[config.mk]
export PLATFORM = sky130hd
export DESIGN_NAME = fir_mac_sequencer_flat
export DESIGN_NICKNAME = d
export VERILOG_FILES = /design/src/rtl/fir_mac_sequencer_if.sv /design/src/rtl/fir_mac_sequencer.sv /design/src/flat_wrapper.sv
export SDC_FILE = /design/constraint.sdc
export NUM_CORES = 2
export LEC_CHECK = 0
export BUFFER_PORTS_ARGS = -buffer_cell sky130_fd_sc_hd__buf_4
export CELL_PAD_IN_SITES_DETAIL_PLACEMENT = 1
export CELL_PAD_IN_SITES_GLOBAL_PLACEMENT = 1
export CORE_UTILIZATION = 45
export DETAILED_ROUTE_END_ITERATION = 7
export GPL_TIMING_DRIVEN = 1
export PLACE_DENSITY = 0.82
export REMOVE_ABC_BUFFERS = 1
export SETUP_SLACK_MARGIN = 0.3
export SYNTH_ARGS = -nofsm -noshare
export SYNTH_HDL_FRONTEND = slang
export SYNTH_SLANG_ARGS = --single-unit
[constraint.sdc]
create_clock -name clk -period 6.6 [get_ports clk]
set_clock_uncertainty 0.05 [all_clocks]
set_input_delay 0.33 -clock clk [delete_from_list [all_inputs] [get_ports clk]]
set_output_delay 0.33 -clock clk [all_outputs]
set_load 0.01 [all_outputs]
[src/rtl/fir_mac_sequencer_if.sv]
// Sample-in / result-out stream, coefficient write port and status for fir_mac_sequencer.
// The master modport is the sample source / consumer side; slave is the filter itself.
interface fir_mac_sequencer_if #(
  parameter int unsigned N      = 10,
  parameter int unsigned DATA_W = 16,
  parameter int unsigned COEF_W = 16,
  parameter int unsigned OUT_W  = 32
);
  localparam int unsigned AddrW = $clog2(N);

  logic                     in_valid;
  logic                     in_ready;
  logic signed [DATA_W-1:0] in_data;
  logic                     out_valid;
  logic                     out_ready;
  logic signed [OUT_W-1:0]  out_data;
  logic                     coef_we;
  logic [AddrW-1:0]         coef_addr;
  logic signed [COEF_W-1:0] coef_wdata;
  logic                     coef_err;
  logic                     busy;

  modport master (
    output in_valid, in_data, out_ready, coef_we, coef_addr, coef_wdata,
    input  in_ready, out_valid, out_data, coef_err, busy
  );

  modport slave (
    input  in_valid, in_data, out_ready, coef_we, coef_addr, coef_wdata,
    output in_ready, out_valid, out_data, coef_err, busy
  );
endinterface

[src/rtl/fir_mac_sequencer.sv]
// Time-multiplexed N-tap FIR: one shared multiplier stepped over the taps, one tap per cycle.
// Define FIR_SAT_EN to saturate the result to OUT_W; otherwise the accumulator is truncated.
module fir_mac_sequencer #(
  parameter int unsigned N      = 10,
  parameter int unsigned DATA_W = 16,
  parameter int unsigned COEF_W = 16,
  parameter int unsigned OUT_W  = 32,
  parameter int unsigned ACC_W  = 40
) (
  input logic                clk,
  input logic                rst,
  fir_mac_sequencer_if.slave bus
);
  localparam int unsigned AddrW = $clog2(N);
  localparam int unsigned ProdW = DATA_W + COEF_W;

  typedef enum logic [1:0] {StIdle, StMac, StDone} state_e;

  state_e                   state_q, state_d;
  logic [AddrW-1:0]         tap_q, tap_d;
  logic signed [ACC_W-1:0]  acc_q, acc_d;
  logic signed [DATA_W-1:0] hist_q [N];
  logic signed [DATA_W-1:0] hist_d [N];
  logic signed [COEF_W-1:0] coef_q [N];
  logic signed [COEF_W-1:0] coef_d [N];
  logic                     out_valid_q, out_valid_d;
  logic signed [OUT_W-1:0]  out_data_q, out_data_d;
  logic                     coef_err_q, coef_err_d;
  logic signed [ProdW-1:0]  prod;
  logic signed [OUT_W-1:0]  acc_out;
  logic                     addr_ok;

  assign prod    = hist_q[tap_q] * coef_q[tap_q];
  assign addr_ok = {1'b0, bus.coef_addr} < (AddrW + 1)'(N);

`ifdef FIR_SAT_EN
  localparam logic signed [ACC_W-1:0] SatMax = {{(ACC_W - OUT_W + 1){1'b0}}, {(OUT_W - 1){1'b1}}};
  localparam logic signed [ACC_W-1:0] SatMin = ~SatMax;

  always_comb begin
    if (acc_q > SatMax) begin
      acc_out = SatMax[OUT_W-1:0];
    end else if (acc_q < SatMin) begin
      acc_out = SatMin[OUT_W-1:0];
    end else begin
      acc_out = acc_q[OUT_W-1:0];
    end
  end
`else
  assign acc_out = acc_q[OUT_W-1:0];
`endif

  always_comb begin
    state_d     = state_q;
    tap_d       = tap_q;
    acc_d       = acc_q;
    hist_d      = hist_q;
    coef_d      = coef_q;
    out_valid_d = out_valid_q;
    out_data_d  = out_data_q;
    coef_err_d  = 1'b0;

    // Coefficients may only change while no MAC pass can observe them half-updated.
    if (bus.coef_we) begin
      if (state_q == StIdle && addr_ok) begin
        coef_d[bus.coef_addr] = bus.coef_wdata;
      end else begin
        coef_err_d = 1'b1;
      end
    end

    unique case (state_q)
      StIdle: begin
        if (bus.in_valid) begin
          for (int k = N - 1; k > 0; k--) begin
            hist_d[k] = hist_q[k-1];
          end
          hist_d[0] = bus.in_data;
          acc_d     = '0;
          tap_d     = '0;
          state_d   = StMac;
        end
      end
      StMac: begin
        acc_d = acc_q + ACC_W'(prod);
        tap_d = tap_q + AddrW'(1);
        if (tap_q == AddrW'(N - 1)) begin
          tap_d   = '0;
          state_d = StDone;
        end
      end
      StDone: begin
        // First DONE cycle registers the finished accumulator; then hold until taken.
        if (!out_valid_q) begin
          out_valid_d = 1'b1;
          out_data_d  = acc_out;
        end else if (bus.out_ready) begin
          out_valid_d = 1'b0;
          state_d     = StIdle;
        end
      end
      default: state_d = StIdle;
    endcase
  end

  always_ff @(posedge clk) begin
    if (rst) begin
      state_q     <= StIdle;
      tap_q       <= '0;
      acc_q       <= '0;
      hist_q      <= '{default: '0};
      coef_q      <= '{default: '0};
      out_valid_q <= 1'b0;
      out_data_q  <= '0;
      coef_err_q  <= 1'b0;
    end else begin
      state_q     <= state_d;
      tap_q       <= tap_d;
      acc_q       <= acc_d;
      hist_q      <= hist_d;
      coef_q      <= coef_d;
      out_valid_q <= out_valid_d;
      out_data_q  <= out_data_d;
      coef_err_q  <= coef_err_d;
    end
  end

  assign bus.in_ready  = (state_q == StIdle);
  assign bus.busy      = (state_q != StIdle);
  assign bus.out_valid = out_valid_q;
  assign bus.out_data  = out_data_q;
  assign bus.coef_err  = coef_err_q;
endmodule

[src/flat_wrapper.sv]
// flat-port wrapper written by rule: the top's interface ports become plain ports
module fir_mac_sequencer_flat 
#(
  parameter int unsigned N      = 10,
  parameter int unsigned DATA_W = 16,
  parameter int unsigned COEF_W = 16,
  parameter int unsigned OUT_W  = 32,
  parameter int unsigned ACC_W  = 40
)
  (clk, rst, bus_in_valid, bus_in_data, bus_out_ready, bus_coef_we, bus_coef_addr, bus_coef_wdata, bus_in_ready, bus_out_valid, bus_out_data, bus_coef_err, bus_busy);
  fir_mac_sequencer_if #(.N(N), .DATA_W(DATA_W), .COEF_W(COEF_W), .OUT_W(OUT_W)) bus_i ();
  input logic clk;
  input logic rst;
  input wire logic [$bits(bus_i.in_valid)-1:0] bus_in_valid;
  input wire logic [$bits(bus_i.in_data)-1:0] bus_in_data;
  input wire logic [$bits(bus_i.out_ready)-1:0] bus_out_ready;
  input wire logic [$bits(bus_i.coef_we)-1:0] bus_coef_we;
  input wire logic [$bits(bus_i.coef_addr)-1:0] bus_coef_addr;
  input wire logic [$bits(bus_i.coef_wdata)-1:0] bus_coef_wdata;
  output wire logic [$bits(bus_i.in_ready)-1:0] bus_in_ready;
  output wire logic [$bits(bus_i.out_valid)-1:0] bus_out_valid;
  output wire logic [$bits(bus_i.out_data)-1:0] bus_out_data;
  output wire logic [$bits(bus_i.coef_err)-1:0] bus_coef_err;
  output wire logic [$bits(bus_i.busy)-1:0] bus_busy;
  assign bus_i.in_valid = bus_in_valid;
  assign bus_i.in_data = bus_in_data;
  assign bus_i.out_ready = bus_out_ready;
  assign bus_i.coef_we = bus_coef_we;
  assign bus_i.coef_addr = bus_coef_addr;
  assign bus_i.coef_wdata = bus_coef_wdata;
  assign bus_in_ready = bus_i.in_ready;
  assign bus_out_valid = bus_i.out_valid;
  assign bus_out_data = bus_i.out_data;
  assign bus_coef_err = bus_i.coef_err;
  assign bus_busy = bus_i.busy;
  fir_mac_sequencer #(.N(N), .DATA_W(DATA_W), .COEF_W(COEF_W), .OUT_W(OUT_W), .ACC_W(ACC_W)) u_core (.clk(clk), .rst(rst), .bus(bus_i));
endmodule
==> results by group <==
Power
  – Static Leak: 14.47 nW
  – Total power: 0.005600 W
  – Pwr Density: 166.0 nW/µm²
  – Worst vdd ir: 178.8 µV

Global route
  – Global-route wire length before repair: 146800 µm
  – Grt ovf: 0
  – GRT Overall Usage: 0.3128
  – Initial antenna violation count: 0
  – Vias in the first global route: 26690
  – Pin count of the biggest net entering global routing: 212

STA
  – Final count of hold timing violations: 0
  – Final period utilization: 1.118
  – Worst Tran Pin Value: 1195 ps
  – Slew margin rel.: 0.2022
  – Fin crit period: 7382 ps
  – Setup ws final: -782.0 ps
  – FMAX: 135.5 MHz
  – Final setup vio count: 20
  – Slew Viols, Final: 0
  – Final setup TNS: -10440 ps
  – RSZ-0062 raised after global routing: yes

Cells and area
  – Seq. cell area: 7856 µm²
  – Layout Nets: 3865
  – Finished Layout Cells: 4231
  – Final design area excluding fillers: 33740 µm²
  – Layout area overhead: 26.18%
  – Layout cells sized above 1: 0.2308
  – ANT cells: 0
  – Multi-input logic area: 17560 µm²
  – Fill count: 6601

Synth
  – Sequential share of the synthesized area: 0.2935
  – Cell Area, Synth: 26740 µm²
  – Share of the synthesized area in the top cell type: 0.2935
  – Syn Inst Count: 3058
  – Async SR Flop Fraction: 0
  – Area contributors post-synth: dfxtp_1 (29%), fa_1 (22%), nand2_1 (9.9%)
  – EDFF count, synth: 0
  – Top cell type by total area after synthesis: dfxtp_1
  – Post-synth cell types: 58
  – Synth top cells by count: nand2_1 (705), dfxtp_1 (392), inv_1 (350)
  – Count of yosys warnings during synthesis: 0
  – Ys flop type: dfxtp_1
  – Mean post-synth cell area: 8.744 µm²
  – Number of synthesized register bits: 392
  – Most common cell in the netlist: nand2_1

Floorplanning
  – Number of cell rows: 88
  – Core area: 58250 µm²
  – Die area: 60400 µm²
  – Total I/O pin count: 77
  – Die Height: 245.8 µm
  – Starting Density: 0.4591
  – Die W: 245.8 µm

Setup path
  – CP Class: reg -> reg
  – Setup crit end kind: flip-flop
  – RR Startpoint: u_core.tap_q[0]$_SDFFE_PP0P_
  – CP Launch Type: flip-flop
  – Worst path slowest cell: fa_1
  – Critical path origin: u_core.tap_q[0]$_SDFFE_PP0P_
  – Largest stage delay, worst path: 550 ps
  – R2R Path End: u_core.acc_q[31]$_SDFFE_PP0P_
  – CP required: 7000 ps
  – Crit Path Max Fanout: 8
  – Worst-case reg-to-reg path depth: 28
  – FF-to-FF setup slack: -780 ps
  – Arrival @ worst endpoint: 7790 ps
  – CP most frequent cell: fa_1

Placement
  – Inst Count DP: 4068
  – Area after DPL: 30580 µm²
  – DP HPWL: 64650 µm
  – Routability cong.: 0.9457
  – Dpl ws: -1058 ps
  – Port buffer count: 76

Clock tree
  – H-tree Lvls: 2
  – Worst-path clk slew: 60 ps
  – Clock root buffer: clkbuf_16
  – Clock Path Buffers: 3
  – Cts bufs inserted: 44
  – Clock Sinks: 392
  – CTS tree: yes
  – Worst-Skew Late Latency: 600 ps

Worst hold path
  – WHS Endpoint: u_core.coef_q[66]$_SDFFE_PP0P_
  – Hold Path Depth: 3
  – Hold Crit Start: bus_coef_wdata[2]
  – Hold Crit Class: in -> reg

Status
  – Failing checks: negative setup slack
  – Run status: finished, violations left

Route
  – Wirelength, routed: 96360 µm
  – Via/cell ratio: 5.583
  – Antenna Nets Post-Route: 0
  – First DRT Iteration DRCs: 1484
  – WL/cell: 22.77 µm
  – Routed vias: 23620
  – First drt pass iteration count: 7
  – DRC Markers: 0

Run
  – Max cap viols: 0
## worst max-delay path by stage
stage,to,slack (ps),depth (start not counted)
after floorplan,u_core.acc_q[31]$_SDFFE_PP0P_,-4110,23
after global placement,u_core.acc_q[31]$_SDFFE_PP0P_,-740,25
after detailed placement,u_core.acc_q[31]$_SDFFE_PP0P_,-1060,25
after CTS,u_core.acc_q[31]$_SDFFE_PP0P_,-470,28
after global routing,u_core.acc_q[23]$_SDFFE_PP0P_,-880,30
final,u_core.acc_q[31]$_SDFFE_PP0P_,-780,28
## worst max-delay path, delay by kind of cell, from the launching register on
kind	cells	cell delay [ps]
XOR/XNOR	1	150
adder cells (fa/ha/maj)	7	3130
multiplexers	2	710
AO/OA/AOI/OAI	8	1750
AND/OR/NAND/NOR	1	60
buffers and inverters	9	1020
flip-flops	1	390
## final cells by class
| class | instances | area share |
|---|---|---|
| inverters | 351 | 0.03923 |
| clock inverters | 16 | 0.006786 |
| clock buffers | 64 | 0.03782 |
| multi-input cells | 2125 | 0.5203 |
| flip-flops and latches | 392 | 0.2328 |
| well taps | 765 | 0.02837 |
| repair buffers | 518 | 0.1346 |
## layout by cell type (no fill, tap or decap), types with 24 or more instances in the layout
master / instances
fa_2: 24
clkbuf_16: 45
mux2i_1: 117
xnor2_1: 25
fa_1: 268
buf_4: 423
ha_1: 84
dfxtp_1: 389
a21oi_1: 317
dlygate4sd3_1: 31
mux4_2: 64
nor2_1: 246
inv_1: 327
buf_12: 33
nand2_1: 692
## cell families after synthesis
kind of cell             after synthesis  synth area share
XOR/XNOR                              36           0.01179
AND/OR/NAND/NOR                     1054            0.1553
AO/OA/AOI/OAI                        450           0.09424
buffers and inverters                541           0.07763
flip-flops                           392            0.2935
adder cells (fa/ha/maj)              392            0.2654
multiplexers                         193            0.1022
## per-stage QoR
| stage | util | hold WS [ps] |
|---|---|---|
| floorplan | - | 349.1 |
| global route | 0.5793 | 18.15 |
| detailed placement | 0.5250 | 399.1 |
| finish | 0.5793 | 22.71 |
| global placement | 0.5250 | 388.2 |
| CTS | 0.5709 | 1.138 |
## power breakdown
part           switching [W]  internal [W]
registers          0.0000186       0.00239
logic               0.000354      0.000246
clock network        0.00108       0.00151
## repair_timing
item	4_1_cts	5_1_grt
hold endpoints to repair	59	0
cloned	0	1
hold buffers	31	0
buffers inserted	26	25
pin swaps	63	51
gates resized for setup	164	70
setup endpoints to repair	23	23
## flip-flops by register name (all words and copies together), names as in the netlist
register / count
u_core.bus.out_data: 32
u_core.bus.coef_err: 1
u_core.acc_q: 32
u_core.tap_q: 4
u_core.hist_q: 160
u_core.coef_q: 160
u_core.bus.out_valid: 1
u_core.state_q: 2
## routing by layer
| metal | track usage | up-vias | share of wire |
|---|---|---|---|
| met3 | 0.04605 | 291 | 0.045 |
| met5 | 0 | - | 0 |
| li1 | - | 10480 | - |
| met2 | 0.5760 | 735 | 0.53 |
| met4 | 0.1427 | 0 | 0.045 |
| met1 | 0.3537 | 12120 | 0.39 |
Power figures use the tool's default switching activity.
